File: src/rtl/uart_pkg.sv
// Shared definitions for the UART receive path: FSM states and frame format.
package uart_pkg;

    typedef enum logic [1:0] {
        IDLE  = 2'd0,
        START = 2'd1,
        DATA  = 2'd2,
        STOP  = 2'd3
    } state_t;

    localparam int UART_DATA_BITS       = 8;
    localparam int DEFAULT_CLKS_PER_BIT = 434;

endpackage

File: src/rtl/uart_rx_ctrl_if.sv
// Signals between the raw rx line, the receive controller and the downstream SIPO.
interface uart_rx_ctrl_if;

    logic rx_i;
    logic shift_en_o;
    logic shift_bit_o;
    logic clear_o;
    logic rx_done_o;
    logic frame_err_o;
    logic busy_o;

    modport master (
        input  rx_i,
        output shift_en_o,
        output shift_bit_o,
        output clear_o,
        output rx_done_o,
        output frame_err_o,
        output busy_o
    );

    modport slave (
        output rx_i,
        input  shift_en_o,
        input  shift_bit_o,
        input  clear_o,
        input  rx_done_o,
        input  frame_err_o,
        input  busy_o
    );

endinterface

File: src/rtl/sync_2ff.sv
// Two-flop synchroniser for an asynchronous single-bit input.
module sync_2ff #(
    parameter logic RESET_VAL = 1'b1
) (
    input  logic clk,
    input  logic rst,
    input  logic d,
    output logic q
);

    logic meta;

    // NOTE: clocked state always uses non-blocking assignments so every flop samples pre-edge values.
    always_ff @(posedge clk or posedge rst) begin
        if (rst) begin
            meta <= RESET_VAL;
            q    <= RESET_VAL;
        end else begin
            meta <= d;
            q    <= meta;
        end
    end

endmodule

File: src/rtl/uart_rx_ctrl.sv
// 8N1 receive controller: start-bit qualification, mid-bit sampling and SIPO control pulses.
module uart_rx_ctrl
    import uart_pkg::*;
#(
    parameter int CLKS_PER_BIT = DEFAULT_CLKS_PER_BIT
) (
    input logic            clk,
    input logic            rst,
    uart_rx_ctrl_if.master bus
);

    localparam int CNT_W = $clog2(CLKS_PER_BIT);
    localparam int BIT_W = $clog2(UART_DATA_BITS);

    localparam logic [CNT_W-1:0] HALF_LAST = CNT_W'(CLKS_PER_BIT / 2 - 1);
    localparam logic [CNT_W-1:0] BIT_LAST  = CNT_W'(CLKS_PER_BIT - 1);
    localparam logic [BIT_W-1:0] DATA_LAST = BIT_W'(UART_DATA_BITS - 1);

    logic rx_s;
    logic rx_q;

    state_t           state, state_next;
    logic [CNT_W-1:0] baud_cnt, baud_next;
    logic [BIT_W-1:0] bit_cnt, bit_next;

    logic shift_en_q, shift_en_d;
    logic shift_bit_q, shift_bit_d;
    logic clear_q, clear_d;
    logic done_q, done_d;
    logic err_q, err_d;
    logic busy_q;

    sync_2ff #(.RESET_VAL(1'b1)) u_sync (
        .clk (clk),
        .rst (rst),
        .d   (bus.rx_i),
        .q   (rx_s)
    );

    // NOTE: every variable gets a default before the case so no path leaves one unassigned (no latches).
    always_comb begin
        state_next  = state;
        baud_next   = baud_cnt + 1'b1;
        bit_next    = bit_cnt;
        shift_en_d  = 1'b0;
        shift_bit_d = shift_bit_q;
        clear_d     = 1'b0;
        done_d      = 1'b0;
        err_d       = 1'b0;

        case (state)
            IDLE: begin
                baud_next = '0;
                // Only a high-to-low transition starts a frame; a held-low line is ignored.
                if (rx_q && !rx_s) begin
                    clear_d    = 1'b1;
                    state_next = START;
                end
            end
            START: begin
                if (baud_cnt == HALF_LAST) begin
                    baud_next  = '0;
                    bit_next   = '0;
                    state_next = rx_s ? IDLE : DATA;
                end
            end
            DATA: begin
                if (baud_cnt == BIT_LAST) begin
                    baud_next   = '0;
                    shift_en_d  = 1'b1;
                    shift_bit_d = rx_s;
                    bit_next    = bit_cnt + 1'b1;
                    if (bit_cnt == DATA_LAST) begin
                        state_next = STOP;
                    end
                end
            end
            STOP: begin
                if (baud_cnt == BIT_LAST) begin
                    baud_next  = '0;
                    state_next = IDLE;
                    done_d     = rx_s;
                    err_d      = !rx_s;
                end
            end
            default: state_next = IDLE;
        endcase
    end

    always_ff @(posedge clk or posedge rst) begin
        if (rst) begin
            state       <= IDLE;
            baud_cnt    <= '0;
            bit_cnt     <= '0;
            rx_q        <= 1'b1;
            shift_en_q  <= 1'b0;
            shift_bit_q <= 1'b0;
            clear_q     <= 1'b0;
            done_q      <= 1'b0;
            err_q       <= 1'b0;
            busy_q      <= 1'b0;
        end else begin
            state       <= state_next;
            baud_cnt    <= baud_next;
            bit_cnt     <= bit_next;
            rx_q        <= rx_s;
            shift_en_q  <= shift_en_d;
            shift_bit_q <= shift_bit_d;
            clear_q     <= clear_d;
            done_q      <= done_d;
            err_q       <= err_d;
            busy_q      <= (state_next != IDLE);
        end
    end

    assign bus.shift_en_o  = shift_en_q;
    assign bus.shift_bit_o = shift_bit_q;
    assign bus.clear_o     = clear_q;
    assign bus.rx_done_o   = done_q;
    assign bus.frame_err_o = err_q;
    assign bus.busy_o      = busy_q;

endmodule

File: src/flat_wrapper.sv
// flat-port wrapper written by rule: the top's interface ports become plain ports
module uart_rx_ctrl_flat import uart_pkg::*;
#(
    parameter int CLKS_PER_BIT = DEFAULT_CLKS_PER_BIT
)
  (clk, rst, bus_rx_i, bus_shift_en_o, bus_shift_bit_o, bus_clear_o, bus_rx_done_o, bus_frame_err_o, bus_busy_o);
  uart_rx_ctrl_if bus_i ();
  input logic clk;
  input logic rst;
  input wire logic [$bits(bus_i.rx_i)-1:0] bus_rx_i;
  output wire logic [$bits(bus_i.shift_en_o)-1:0] bus_shift_en_o;
  output wire logic [$bits(bus_i.shift_bit_o)-1:0] bus_shift_bit_o;
  output wire logic [$bits(bus_i.clear_o)-1:0] bus_clear_o;
  output wire logic [$bits(bus_i.rx_done_o)-1:0] bus_rx_done_o;
  output wire logic [$bits(bus_i.frame_err_o)-1:0] bus_frame_err_o;
  output wire logic [$bits(bus_i.busy_o)-1:0] bus_busy_o;
  assign bus_i.rx_i = bus_rx_i;
  assign bus_shift_en_o = bus_i.shift_en_o;
  assign bus_shift_bit_o = bus_i.shift_bit_o;
  assign bus_clear_o = bus_i.clear_o;
  assign bus_rx_done_o = bus_i.rx_done_o;
  assign bus_frame_err_o = bus_i.frame_err_o;
  assign bus_busy_o = bus_i.busy_o;
  uart_rx_ctrl #(.CLKS_PER_BIT(CLKS_PER_BIT)) u_core (.clk(clk), .rst(rst), .bus(bus_i));
endmodule
File: config.mk
export PLATFORM = sky130hd
export DESIGN_NAME = uart_rx_ctrl_flat
export DESIGN_NICKNAME = d
export VERILOG_FILES = /design/src/rtl/uart_pkg.sv /design/src/rtl/uart_rx_ctrl_if.sv /design/src/rtl/sync_2ff.sv /design/src/rtl/uart_rx_ctrl.sv /design/src/flat_wrapper.sv
export SDC_FILE = /design/constraint.sdc
export NUM_CORES = 1
export LEC_CHECK = 0
export BUFFER_PORTS_ARGS = -buffer_cell sky130_fd_sc_hd__buf_4
export CORE_MARGIN = 2
export CORE_UTILIZATION = 65
export CTS_BUF_LIST = sky130_fd_sc_hd__clkbuf_4 sky130_fd_sc_hd__clkbuf_8
export DETAILED_ROUTE_END_ITERATION = 8
export PLACE_DENSITY = 0.85
export SLEW_MARGIN = 0
export SYNTH_ARGS = -nofsm -noshare
export SYNTH_HDL_FRONTEND = slang
export SYNTH_SLANG_ARGS = --single-unit
File: constraint.sdc
create_clock -name clk -period 4.2 [get_ports clk]
set_input_delay 0.21 -clock clk [delete_from_list [all_inputs] [get_ports clk]]
set_output_delay 0.21 -clock clk [all_outputs]
set_load 0.1 [all_outputs]
Yosys cells after proc, flatten, opt, wreduce, memory -nomap -nowiden
Cells that the tools add are included.
{"block": "word_totals", "register_bits": 23, "inputBits": 3, "out_inout_bits": 6, "elab_cells": 51}
{"block": "op_classes", "addsub": 2, "eq_ne": 8, "mux": 21, "reduce_logical": 8}
{"cell": "$pmux 9 s3", "count": 1}
{"cell": "$mux 9", "count": 2}
{"cell": "$mux 2", "count": 6}
{"cell": "$add 9x1->9 const B", "count": 1}
{"cell": "$eq 9x8->1 const B", "count": 1}
{"cell": "$eq 9x9->1 const B", "count": 1}
{"cell": "$mux 1", "count": 8}
{"cell": "$pmux 2 s4", "count": 1}
{"cell": "$mux 3", "count": 2}
{"cell": "$pmux 3 s2", "count": 1}
{"cell": "$eq 2x2->1 const B", "count": 2}
{"cell": "$ne 2x1->1 const B", "count": 2}
{"cell": "$reduce_bool 2->1", "count": 2}
{"cell": "$add 3x1->3 const B", "count": 1}
{"cell": "$eq 3x3->1 const B", "count": 1}
{"cell": "$reduce_and 3->1", "count": 1}
{"cell": "$eq 2x1->1 const B", "count": 1}
{"cell": "$logic_not 2->1", "count": 1}
{"cell": "$reduce_and 2->1", "count": 1}
{"cell": "$reduce_or 2->1", "count": 1}
{"cell": "$logic_and 1x1->1", "count": 1}
{"cell": "$logic_not 1->1", "count": 1}

Longest topological paths before layout
{"block": "logic_depth", "ltp_word": 5, "depth_mapped": 9, "ltp_nobuf": 7}

By module
A second synthesis with hierarchy kept.
{"block": "hier_totals", "hier_cells": 104, "area_unflattened_um2": 1121.1}
{"mod": "uart_rx_ctrl", "instances": 1, "cells_each": 101, "area_each_um2": 1064.8, "seq_area_each_um2": 526.8}
{"mod": "sync_2ff", "instances": 1, "cells_each": 3, "area_each_um2": 56.3, "seq_area_each_um2": 52.6}

Least setup slack after synthesis
No wires, ideal clock.
{"block": "synth_timing", "path_type": "register -> register", "start": "register u_core.baud_cnt[0]", "end": "register u_core.baud_cnt[2]", "setup_time_ns": 0.120, "t_arrival_ns": 1.668, "t_required_ns": 4.080, "slack_ns": 2.411, "stages_incl_launch_ff": 9, "path_buffers": 1, "synth_period_minus_slack_ns": 1.789, "path_cell_list": "dfrtp_1 > inv_1 > ha_1 > or4b_1 > nor3_2 > nand2b_1 > a21o_1 > buf_2 > nor2_1"}
{"block": "synth_between", "elab_chain_cells": 3, "elab_cells_between_ends": 6, "cone_classes": "add/sub (1); eq/ne (2); mux (3)"}
{"item": "start: declaration", "line_no": "uart_rx_ctrl.sv:23", "text": "logic [CNT_W-1:0] baud_cnt, baud_next;"}
{"item": "start signal: assignment", "line_no": "uart_rx_ctrl.sv:104", "text": "baud_cnt <= baud_next;"}
{"item": "$add 9x1->9, or another cell as far along", "line_no": "uart_rx_ctrl.sv:43", "text": "baud_next = baud_cnt + 1'b1;"}
{"item": "$mux 9 (on tied branches)", "line_no": "uart_rx_ctrl.sv:68, uart_rx_ctrl.sv:79, uart_rx_ctrl.sv:61"}
{"item": "$pmux 9 s3 (*)", "line_no": "uart_rx_ctrl.sv:51", "text": "case (state)"}
{"item": "named net u_core.baud_next[2]", "line_no": "uart_rx_ctrl.sv:23"}
The timed path passes the listed nets; every way through them passes the cells marked *.
A chain may end at the register's enable or synchronous reset.

Worst setup path after layout
{"block": "layout_timing", "start": "register u_core.baud_cnt[0]", "end": "register u_core.baud_cnt[3]"}
Same word-level chain as after synthesis.

==> run summary <==
The total clock sinks came out at 23. The upper clock frequency limit came out at 497 MHz. TritonCTS built the clock tree. Of the total power, the share spent switching nets is 0.387. The power per cell area came out at 416 mW/mm2.

Setup repair after global routing left no endpoint under its margin. The relative slew slack is 0.452. The net count after synthesis is 116. The net switching power came out at 0.203 mW. The port buffer count is 8.

Setup violations remaining at the end of the flow were counted as 0. The floorplan has 15 rows. The count of unique library cells instantiated by Yosys came out at 31. The post-route total power came out at 0.526 mW. For this run, the leading register cell type out of synthesis is sky130_fd_sc_hd__dfrtp_1. The internal power contribution came out at 0.322 mW. Once routing completed, OpenROAD measured the worst setup slack at 2190 ps. The sequential fraction of design power came out at 0.489.

The worst setup path category is reg2reg. The post-cts sizing count came out at 0. The placer congestion estimate came out at 0.840. In the final timing run, aggregate negative setup slack is 0 ps. The region available for standard cell placement spans 0.00169 mm2. For this run, the register share of the synthesized area comes to 0.502.

The average instance area after synthesis is 11.1 um2. In this run the static leakage power is 0.608 nW. The initial antenna violation count is 0. The largest net degree at the start of global routing came out at 24. Counting flops with a built-in enable in the synthesized netlist gives 0. The data required time at the worst endpoint is 4400 ps. After clock tree synthesis, the clock-pin slew on the worst setup and hold paths is 130 ps. The post-route clock skew is 8.00 ps. The total count of hold-check failures in the final report came out at 0.

The xor and xnor area share after synthesis came out at 0.0531. The residual DRC count came out at 0. The number of nets in the layout came out at 128. The critical path capture point type is a register. The number of max-slew violations in the final report was 0. At the pin with the least slew margin, the transition time is 821 ps. After synthesis, the largest family of logic cells by area is simple AND/OR/NAND/NOR gates. The remaining antenna violation count is 0. The tree is rooted in a sky130_fd_sc_hd__clkbuf_4. During I/O placement, the number of pins put on the boundary was 9.

The cell count after synthesis came out at 104. The portion of netlist area occupied by mux cells is 0.0282. The floorplan die height came out at 46.1 um. The combinational share of power came out at 0.320. Of all nets on the critical path, the largest fanout is 9. STA classifies the critical path startpoint as a register. VDD sags by at most 0.256 mV. The worst setup slack after placement is 2220 ps. The run finished with clean final reports. The number of global-route vias before repair was 802.

For this block, the routed nets add up to 2060 um of wire. At the later pin of the worst-skew pair, clock insertion delay measures 310 ps. In the final layout, the share of cells above drive strength 1 is 0.191.

0 antenna diodes ended up in the layout. The first-iteration detailed-routing DRC count came out at 33. TritonCTS created 3 clock buffers.

The post-synthesis adder-cell area fraction came out at 0.0976. In this run the cell area of the synthesized design comes to 0.00115 mm2. The synthesis-to-finish area growth is 9.44%.

After synthesis, the share of flip-flops with an asynchronous set or reset is 1.00. The path class of the tightest hold or removal check is in2async. The first detailed-routing pass took 4 iterations.

The sum of net half-perimeters after detailed placement is 1520 um. The maximum level of the CTS H-tree came out at 1. The wire length of the first global-routing pass came out at 3350 um. Across every metal layer, demand over resource in global routing totals 0.224.

The maximum root-to-sink buffer count came out at 2. The average wire per standard cell came out at 15.6 um. The total overflow left after global routing is 0.

The clock share of power came out at 0.191. The floorplan die area came out at 0.00213 mm2. The compound-gate portion of the synthesized area was 0.104. Yosys printed 0 warnings.

The register bit total from synthesis came out at 23. The data arrival time at the worst-slack endpoint is 2210 ps. Detailed routing inserted a total of 809 vias.

The starting density of the core is 0.683. After detailed routing, the number of vias per cell comes to 6.13. The final period demand of the worst path is 2010 ps. The die is 46.1 um wide.

The final critical-path share of the clock period is 0.479. The share of synthesized cell area in and, or, nand and nor gates is 0.177. Across the run, the number of max-cap violations was 0.
routing by layer:
layer	wire length, um	track usage	vias up
met5	0	0	-
met4	4	0.103	0
met3	81	0.0235	2
met2	1090	0.408	29
met1	876	0.258	398
li1	-	-	380
synthesized netlist by cell type, types with 2 or more instances:
| cell | n | area, um2 |
|---|---|---|
| sky130_fd_sc_hd__a21o_1 | 2 | 15.0 |
| sky130_fd_sc_hd__a22o_1 | 3 | 26.3 |
| sky130_fd_sc_hd__a22o_2 | 2 | 20.0 |
| sky130_fd_sc_hd__and2_1 | 2 | 12.5 |
| sky130_fd_sc_hd__and3_1 | 3 | 18.8 |
| sky130_fd_sc_hd__buf_2 | 2 | 10.0 |
| sky130_fd_sc_hd__dfrtp_1 | 20 | 500 |
| sky130_fd_sc_hd__dfstp_2 | 3 | 78.8 |
| sky130_fd_sc_hd__ha_1 | 9 | 113 |
| sky130_fd_sc_hd__inv_1 | 9 | 33.8 |
| sky130_fd_sc_hd__mux2_2 | 2 | 22.5 |
| sky130_fd_sc_hd__nand2_1 | 7 | 26.3 |
| sky130_fd_sc_hd__nand3_1 | 4 | 20.0 |
| sky130_fd_sc_hd__nand4b_1 | 3 | 26.3 |
| sky130_fd_sc_hd__nor2_1 | 11 | 41.3 |
| sky130_fd_sc_hd__nor4_1 | 2 | 12.5 |
| sky130_fd_sc_hd__xnor2_1 | 4 | 35.0 |
| sky130_fd_sc_hd__xor2_1 | 3 | 26.3 |
worst max-delay path: stages, from the launching register on:
cell	delay, ps
sky130_fd_sc_hd__dfrtp_1	450
sky130_fd_sc_hd__inv_1	80
sky130_fd_sc_hd__ha_1	130
sky130_fd_sc_hd__or4b_1	440
sky130_fd_sc_hd__nor3_2	210
sky130_fd_sc_hd__nand2b_1	200
sky130_fd_sc_hd__a21o_1	290
sky130_fd_sc_hd__nor2_1	90
timing repair:
item / in CTS / in global routing
endpoints found under the hold margin: 1 / 0
buffers inserted: 0 / 0
setup endpoints to repair: 0 / 0
hold buffers: 1 / 0
registers in the layout, indices dropped and copies added, names as in the netlist:
signal,cells
u_core.state,2
u_core.rx_q,1
u_core.baud_cnt,9
u_core.bus.rx_done_o,1
u_core.bus.shift_bit_o,1
u_core.bus.frame_err_o,1
u_core.bus.shift_en_o,1
u_core.bus.busy_o,1
u_core.bit_cnt,3
u_core.u_sync.q,1
u_core.u_sync.meta,1
u_core.bus.clear_o,1
logic make-up (layout without fill, tap and decap cells):
group / Yosys count / count (layout)
adder cells (fa/ha/maj): 9 / 9
flip-flops: 23 / 23
buffers and inverters: 11 / 22
AND/OR/NAND/NOR: 38 / 38
XOR/XNOR: 7 / 7
AO/OA/AOI/OAI: 13 / 13
multiplexers: 3 / 3
cell usage in the layout (no fill, tap or decap):
| cell | count |
|---|---|
| sky130_fd_sc_hd__buf_4 | 8 |
| sky130_fd_sc_hd__mux2i_1 | 1 |
| sky130_fd_sc_hd__o2bb2ai_1 | 1 |
| sky130_fd_sc_hd__nand4b_1 | 3 |
| sky130_fd_sc_hd__inv_1 | 9 |
| sky130_fd_sc_hd__o211a_1 | 1 |
| sky130_fd_sc_hd__nand2_1 | 7 |
| sky130_fd_sc_hd__o22ai_1 | 1 |
| sky130_fd_sc_hd__o21ai_0 | 1 |
| sky130_fd_sc_hd__nor2_1 | 11 |
| sky130_fd_sc_hd__dfstp_2 | 3 |
| sky130_fd_sc_hd__clkbuf_4 | 3 |
| sky130_fd_sc_hd__nand2b_1 | 1 |
| sky130_fd_sc_hd__nor4_1 | 2 |
| sky130_fd_sc_hd__or4b_1 | 1 |
| sky130_fd_sc_hd__or4_1 | 1 |
| sky130_fd_sc_hd__mux2_2 | 2 |
| sky130_fd_sc_hd__a22o_2 | 2 |
| sky130_fd_sc_hd__dfrtp_1 | 20 |
| sky130_fd_sc_hd__nor3_2 | 1 |
| sky130_fd_sc_hd__a21o_1 | 2 |
| sky130_fd_sc_hd__and3_1 | 3 |
| sky130_fd_sc_hd__dlygate4sd3_1 | 1 |
| sky130_fd_sc_hd__a22o_1 | 3 |
| sky130_fd_sc_hd__xnor2_1 | 4 |
| sky130_fd_sc_hd__and2_1 | 2 |
| sky130_fd_sc_hd__a41oi_2 | 1 |
| sky130_fd_sc_hd__nand4_1 | 1 |
| sky130_fd_sc_hd__o31ai_2 | 1 |
| sky130_fd_sc_hd__ha_1 | 9 |
| sky130_fd_sc_hd__nor2b_1 | 1 |
| sky130_fd_sc_hd__xor2_1 | 3 |
| sky130_fd_sc_hd__nand3_1 | 4 |
| sky130_fd_sc_hd__clkinv_2 | 1 |
per-stage QoR:
| step | hold slack [ps] | util | area, um2 | std cells |
|---|---|---|---|---|
| 2_1_floorplan | 210 | - | 1150 | 104 |
| 3_5_place_dp | 321 | 0.725 | 1220 | 127 |
| 3_3_place_gp | 319 | 0.725 | 1220 | 127 |
| 5_1_grt | 108 | 0.747 | 1260 | 132 |
| 6_report | 49.0 | 0.747 | 1260 | 132 |
| 4_1_cts | 73.7 | 0.747 | 1260 | 132 |
worst paths after layout:
path | startpoint | to | slack [ps] | depth (start not counted)
setup / recovery | u_core.baud_cnt[0] | u_core.baud_cnt[3] | 2190 | 7
hold / removal | rst | u_core.baud_cnt[0] | 50 | 2
setup reg to reg | u_core.baud_cnt[0] | u_core.baud_cnt[3] | 2190 | 7
hold reg to reg | u_core.u_sync.meta | u_core.u_sync.q | 370 | 0
max in group asynchronous | rst | u_core.bus.frame_err_o | 3640 | 2
min in group clk | u_core.u_sync.meta | u_core.u_sync.q | 370 | 0
power by group through the flow:
stage / Combinational (mW) / Clock, mW / Sequential (mW)
2_1_floorplan: 0.0867 / 0 / 0.303
3_3_place_gp: 0.159 / 0 / 0.259
3_5_place_dp: 0.166 / 0 / 0.261
4_1_cts: 0.167 / 0.104 / 0.257
5_1_grt: 0.185 / 0.114 / 0.260
6_report: 0.168 / 0.101 / 0.257
final cells by class:
cell class              instances  area [um2]
well taps                      17        21.3
flip-flops and latches         23         579
inverters                       9        33.8
fillers                       116         427
clock buffers                   3        22.5
multi-input cells              70         531
repair buffers                  9        70.1
clock inverters                 1        5.00
Note: power is estimated with default switching activity, not from simulation.
